File: src/rtl/nq_pkg.sv
// Shared sequencer definitions: FSM states, fault codes and the nop opcode.
package nq_pkg;

    typedef enum logic [2:0] {
        StFetch,
        StExec,
        StMem,
        StCommit,
        StFault
    } seq_state_e;

    localparam logic [1:0] FaultNone    = 2'b00;
    localparam logic [1:0] FaultTimeout = 2'b01;
    localparam logic [1:0] FaultAlign   = 2'b10;
    localparam logic [1:0] FaultMulti   = 2'b11;

    localparam logic [15:0] NopInstr = 16'hF000;

    // Number of memory-operation bits raised by the decoder.
    function automatic logic [2:0] mem_op_count(logic [3:0] ops);
        return {2'b00, ops[0]} + {2'b00, ops[1]} + {2'b00, ops[2]} + {2'b00, ops[3]};
    endfunction

endpackage

File: src/rtl/mem_timeout.sv
// Counts unacknowledged request cycles and flags the cycle in which the limit is reached.
module mem_timeout #(
    parameter int unsigned TIMEOUT = 255
) (
    input  logic clk,
    input  logic reset,
    input  logic clear,
    input  logic count,
    output logic expired
);

    localparam int unsigned W = (TIMEOUT < 2) ? 1 : $clog2(TIMEOUT + 1);

    logic [W-1:0] cnt_q;

    always_ff @(posedge clk) begin
        if (reset || clear) begin
            cnt_q <= '0;
        end else if (count) begin
            cnt_q <= cnt_q + 1'b1;
        end
    end

    // This cycle is the TIMEOUT-th unacknowledged one.
    assign expired = count && (cnt_q == W'(TIMEOUT - 1));

endmodule

File: src/rtl/cpu_sequencer.sv
// Instruction sequencer: fetch, decode-check, optional data access, commit.
module cpu_sequencer
    import nq_pkg::*;
#(
    parameter int unsigned TIMEOUT  = 255,
    parameter logic [15:0] RESET_PC = 16'h0000
) (
    input  logic        clk,
    input  logic        reset,
    input  logic [15:0] pc,
    input  logic [15:0] data_addr,
    input  logic [15:0] data_wdata,
    input  logic [3:0]  dec_mem,
    input  logic        mem_ack,
    input  logic [15:0] mem_rdata,
    output logic        mem_req,
    output logic [15:0] mem_addr,
    output logic        mem_we,
    output logic        mem_word,
    output logic [15:0] mem_wdata,
    output logic [15:0] instr_q,
    output logic [15:0] mem_data_q,
    output logic        pc_inc,
    output logic        commit,
    output logic        fault,
    output logic [1:0]  fault_code
);

    seq_state_e state_q, state_d;
    logic       pc_valid_q;
    logic       instr_load, data_load, fault_set;
    logic [1:0] fault_code_d;
    logic       req_phase, tmo_clear, tmo_count, tmo_expired;
    logic       is_word, is_write, is_read;

    assign is_word  = dec_mem[2] | dec_mem[0];
    assign is_write = dec_mem[1] | dec_mem[0];
    assign is_read  = dec_mem[3] | dec_mem[2];

    // Reset drops the request in the same cycle so an in-flight access is abandoned.
    assign req_phase = ((state_q == StFetch) || (state_q == StMem)) && !reset;
    assign tmo_count = req_phase && !mem_ack;
    assign tmo_clear = (state_d != state_q) && ((state_d == StFetch) || (state_d == StMem));
    assign fault     = (state_q == StFault);

    mem_timeout #(
        .TIMEOUT(TIMEOUT)
    ) u_mem_timeout (
        .clk    (clk),
        .reset  (reset),
        .clear  (tmo_clear),
        .count  (tmo_count),
        .expired(tmo_expired)
    );

    always_comb begin
        state_d      = state_q;
        mem_req      = req_phase;
        mem_addr     = 16'h0000;
        mem_we       = 1'b0;
        mem_word     = 1'b0;
        mem_wdata    = 16'h0000;
        pc_inc       = 1'b0;
        commit       = 1'b0;
        instr_load   = 1'b0;
        data_load    = 1'b0;
        fault_set    = 1'b0;
        fault_code_d = fault_code;

        unique case (state_q)
            StFetch: begin
                mem_word = 1'b1;
                mem_addr = pc_valid_q ? pc : RESET_PC;
                if (mem_ack) begin
                    instr_load = 1'b1;
                    pc_inc     = 1'b1;
                    state_d    = StExec;
                end else if (tmo_expired) begin
                    fault_set    = 1'b1;
                    fault_code_d = FaultTimeout;
                    state_d      = StFault;
                end
            end
            StExec: begin
                if (mem_op_count(dec_mem) > 3'd1) begin
                    fault_set    = 1'b1;
                    fault_code_d = FaultMulti;
                    state_d      = StFault;
                end else if (is_word && data_addr[0]) begin
                    fault_set    = 1'b1;
                    fault_code_d = FaultAlign;
                    state_d      = StFault;
                end else if (dec_mem != 4'b0000) begin
                    state_d = StMem;
                end else begin
                    state_d = StCommit;
                end
            end
            StMem: begin
                mem_addr  = data_addr;
                mem_we    = is_write;
                mem_word  = is_word;
                mem_wdata = is_word ? data_wdata : {8'h00, data_wdata[7:0]};
                if (mem_ack) begin
                    data_load = is_read;
                    state_d   = StCommit;
                end else if (tmo_expired) begin
                    fault_set    = 1'b1;
                    fault_code_d = FaultTimeout;
                    state_d      = StFault;
                end
            end
            StCommit: begin
                commit  = 1'b1;
                state_d = StFetch;
            end
            StFault: begin
                state_d = StFault;
            end
            default: begin
                state_d = StFault;
            end
        endcase

        if (reset) begin
            pc_inc = 1'b0;
            commit = 1'b0;
        end
    end

    always_ff @(posedge clk) begin
        if (reset) begin
            state_q    <= StFetch;
            instr_q    <= NopInstr;
            mem_data_q <= 16'h0000;
            fault_code <= FaultNone;
            pc_valid_q <= 1'b0;
        end else begin
            state_q <= state_d;
            if (instr_load) begin
                instr_q <= mem_rdata;
            end
            if (data_load) begin
                mem_data_q <= is_word ? mem_rdata : {8'h00, mem_rdata[7:0]};
            end
            if (pc_inc) begin
                pc_valid_q <= 1'b1;
            end
            if (fault_set) begin
                fault_code <= fault_code_d;
            end
        end
    end

endmodule

File: config.mk
export PLATFORM = sky130hd
export DESIGN_NAME = cpu_sequencer
export DESIGN_NICKNAME = d
export VERILOG_FILES = /design/src/rtl/nq_pkg.sv /design/src/rtl/mem_timeout.sv /design/src/rtl/cpu_sequencer.sv
export SDC_FILE = /design/constraint.sdc
export NUM_CORES = 1
export LEC_CHECK = 0
export ABC_AREA = 1
export CORE_MARGIN = 8
export CORE_UTILIZATION = 37
export DETAILED_ROUTE_END_ITERATION = 7
export PLACE_DENSITY = 0.81
export SLEW_MARGIN = 30
export SYNTH_ARGS = -nofsm -noshare
export SYNTH_HDL_FRONTEND = slang
export SYNTH_SLANG_ARGS = --single-unit
File: constraint.sdc
create_clock -name clk -period 2.2 [get_ports clk]
set_clock_uncertainty 0.15 [all_clocks]
set_input_delay 0.44 -clock clk [delete_from_list [all_inputs] [get_ports clk]]
set_output_delay 0.44 -clock clk [all_outputs]
set_load 0.01 [all_outputs]
==> reports/qor.json <==
{
  "outcome": {"value": "finished, final reports clean"},
  "finalPower": {"value": 0.001988, "unit": "W"},
  "maxSlewHeadroom": {"value": 0.8047},
  "die_area": {"value": 0.008905, "unit": "mm^2"},
  "count_of_warnings_emitted_by_yosys": {"value": 0},
  "final_cell_mix": {"value": "sky130_fd_sc_hd__clkdlybuf4s50_1, sky130_fd_sc_hd__nor2_1, sky130_fd_sc_hd__nand2_1"},
  "post_synth.cell_area_avg": {"value": 7.259, "unit": "um^2"},
  "core-area": {"value": 0.005921, "unit": "mm^2"},
  "p_sw": {"value": 0.0005767, "unit": "W"},
  "critical_setup_path_kind": {"value": "reg2out"},
  "share_seq_of_total_power": {"value": 0.454},
  "num_antenna_cells": {"value": 0},
  "detailedPlacementHpwl": {"value": 7061, "unit": "um"},
  "yosys_register_bits": {"value": 46},
  "dieHeight": {"value": 94.37, "unit": "um"},
  "post-place-cells": {"value": 536},
  "mostFrequentLayoutCell": {"value": "sky130_fd_sc_hd__clkdlybuf4s50_1"},
  "fraction_of_final_layout_cells_sized_beyond_drive_strength_1": {"value": 0.1368},
  "largest_family_of_logic_cells_by_synthesized_area": {"value": "simple AND/OR/NAND/NOR gates"},
  "drt_first_iter_violations": {"value": 165},
  "finalHoldViolCount": {"value": 0},
  "total_leakage_power": {"value": 1.804, "unit": "nW"},
  "pwr-share-comb": {"value": 0.287},
  "timing.max_cap.violations": {"value": 0},
  "combined_area_of_all_synthesized_cells": {"value": 0.002272, "unit": "mm^2"},
  "cts.hold.buffers_added": {"value": 0},
  "yosysUniqueCellTypes": {"value": 29},
  "synth_compound_area_frac": {"value": 0.1597},
  "crit_required": {"value": 1.61, "unit": "ns"},
  "place_congestion": {"value": 0.9148},
  "synth_fp_nets": {"value": 388},
  "synth.yosys.seq_area_share": {"value": 0.4053},
  "post-route-min-period": {"value": 2.136, "unit": "ns"},
  "final_sum_of_negative_setup_slack": {"value": 0, "unit": "ns"},
  "power_report.internal_total": {"value": 0.001412, "unit": "W"},
  "io_pins": {"value": 143},
  "drt_drc_violations_left": {"value": 0},
  "grt_antenna_before_repair": {"value": 0},
  "final_core_util": {"value": 0.6691},
  "first_pass_iteration_count_of_the_detailed_router": {"value": 4},
  "grt_pass1_vias": {"value": 2616},
  "crit_path_start_kind": {"value": "flip-flop"},
  "power_switching_share": {"value": 0.2900},
  "cp_data_arrival_time": {"value": 1.55, "unit": "ns"},
  "ant_nets": {"value": 0},
  "crit_path_end_kind": {"value": "primary output"},
  "cts-root-buf": {"value": "sky130_fd_sc_hd__clkbuf_8"},
  "timing_worst_slew_pin_value": {"value": 0.2918, "unit": "ns"},
  "grt_pass1_wl": {"value": 13590, "unit": "um"},
  "post_synth_and_or_nand_nor_area_fraction": {"value": 0.2952},
  "postSynthCellCount": {"value": 313},
  "avgViaCountPerCell": {"value": 4.989},
  "clock_sinks": {"value": 46},
  "cp_max_fo": {"value": 12},
  "slew_violations": {"value": 0},
  "htreeDepth": {"value": 2},
  "finish.net_count": {"value": 549},
  "stdcell_count": {"value": 550},
  "yosys-mux-area-fraction": {"value": 0},
  "avgRoutedWirePerCell": {"value": 16.15, "unit": "um"},
  "globalRouteOverflowTotal": {"value": 0},
  "global_route.usage.total": {"value": 0.1939},
  "clk_pin_slew": {"value": 0.09, "unit": "ns"},
  "final-setup-viol-count": {"value": 0},
  "vias": {"value": 2744},
  "wirelength": {"value": 8883, "unit": "um"},
  "std_cell_rows": {"value": 28},
  "cts-buffers-inserted": {"value": 5},
  "ir_drop": {"value": 0.4515, "unit": "mV"},
  "synth-xor-area-share": {"value": 0.02313},
  "power.density": {"value": 502.0, "unit": "mW/mm^2"},
  "synth_to_final_area_change": {"value": 74.34, "unit": "%"},
  "area_share_of_fa_ha_maj_cells_after_synthesis": {"value": 0.02533},
  "port_buffers": {"value": 142},
  "fmax": {"value": 468.2, "unit": "MHz"},
  "worst_hold_path_type": {"value": "reg2reg"},
  "final_min_period_over_clock_period": {"value": 0.9709},
  "clock_path_buffers": {"value": 2},
  "die_w": {"value": 94.37, "unit": "um"},
  "power.clock.fraction": {"value": 0.258},
  "floorplan.initialDensity": {"value": 0.3838},
  "clk_latency": {"value": 0.30, "unit": "ns"},
  "tritoncts_clock_tree": {"value": "yes"},
  "pin_count_of_the_biggest_net_entering_global_routing": {"value": 29},
  "rsz_0062_raised_after_global_routing": {"value": "true"}
}
stage by stage:
step	area [um^2]	setup WS (ns)	hold slack [ns]
6_report	3961	0.06412	0.3179
4_1_cts	3954	-0.02836	0.3186
2_1_floorplan	2272	0.1880	0.3382
3_3_place_gp	3865	-0.4307	0.2908
5_1_grt	3961	-0.01826	0.3538
3_5_place_dp	3865	-0.4858	0.2978
power by group through the flow:
stage | clock network [W] | registers (W) | logic [W]
3_5_place_dp | 0 | 0.000922 | 0.000572
6_report | 0.000514 | 0.000903 | 0.000571
5_1_grt | 0.000554 | 0.000908 | 0.000620
2_1_floorplan | 0 | 0.000935 | 0.000211
4_1_cts | 0.000530 | 0.000903 | 0.000572
3_3_place_gp | 0 | 0.000920 | 0.000563
state kept, by name, summed over array words and instances, names as in the netlist:
| signal | cells |
|---|---|
| fault_code | 2 |
| instr_q | 16 |
| mem_data_q | 16 |
| pc_valid_q | 1 |
| state_q | 3 |
| u_mem_timeout.cnt_q | 8 |
kinds of logic (layout without fill, tap and decap cells):
kind of cell	count (synthesis)	count (layout)
flops	46	46
xor+xnor	6	6
compound gates	55	55
simple gates	155	155
buf+inv	47	209
fa+ha+maj	4	4
cell type report:
type | count | area, um^2
fillers | 518 | 1959
repair buffers | 168 | 1549
multi-input cells | 220 | 1169
flip-flops and latches | 46 | 924.6
inverters | 32 | 127.6
well taps | 75 | 93.84
clock buffers | 5 | 68.82
clock inverters | 3 | 21.27
repair inverters | 1 | 7.507
routing by layer:
layer / vias up / GRT usage / share of wire
met2: 122 / 0.3552 / 0.50
met5: - / 0 / 0
met1: 1266 / 0.2009 / 0.37
met3: 16 / 0.05873 / 0.10
met4: 0 / 0.07794 / 0.023
li1: 1340 / - / -
critical path: stages, from the launching register on:
cell,delay (ns)
sky130_fd_sc_hd__dfxtp_2,0.38
sky130_fd_sc_hd__inv_1,0.07
sky130_fd_sc_hd__nand2_1,0.09
sky130_fd_sc_hd__nor2_1,0.05
sky130_fd_sc_hd__buf_6,0.15
sky130_fd_sc_hd__a32o_1,0.21
sky130_fd_sc_hd__dlygate4sd2_1,0.30
repair_timing:
item                                    CTS  global route
gates cloned                              1             0
setup buffers                             5             0
endpoints found under the setup margin   47            13
pin swaps                                 2             4
resized for setup                        67            10
path summary, 6_finish.rpt:
| path | slack [ns] | from | to | depth (start not counted) |
|---|---|---|---|---|
| worst max-delay path | 0.06 | state_q[2] | mem_addr[14] | 6 |
| worst min-delay path | 0.32 | mem_data_q[14] | mem_data_q[14] | 2 |
| worst max register to register | 0.48 | u_mem_timeout.cnt_q[0] | u_mem_timeout.cnt_q[2] | 11 |
| worst min register to register | 0.32 | mem_data_q[14] | mem_data_q[14] | 2 |
synthesized netlist by cell type (all sizes together):
library cell	count	area, um^2
nor3	2	21.27
xor2	6	52.55
buf	12	68.81
nand2	49	209.0
clkinv	1	8.760
nor2	86	337.8
ha	3	37.54
nand3	18	102.6
a21oi	11	55.05
a32o	15	150.1
o21a	1	7.510
o21ai	24	120.1
clkbuf	3	11.26
o21bai	2	15.01
fa	1	20.02
o31ai	1	7.510
o211ai	1	7.510
dfxtp	46	920.9
inv	31	118.9
Note: power is estimated with default switching activity, not from simulation.
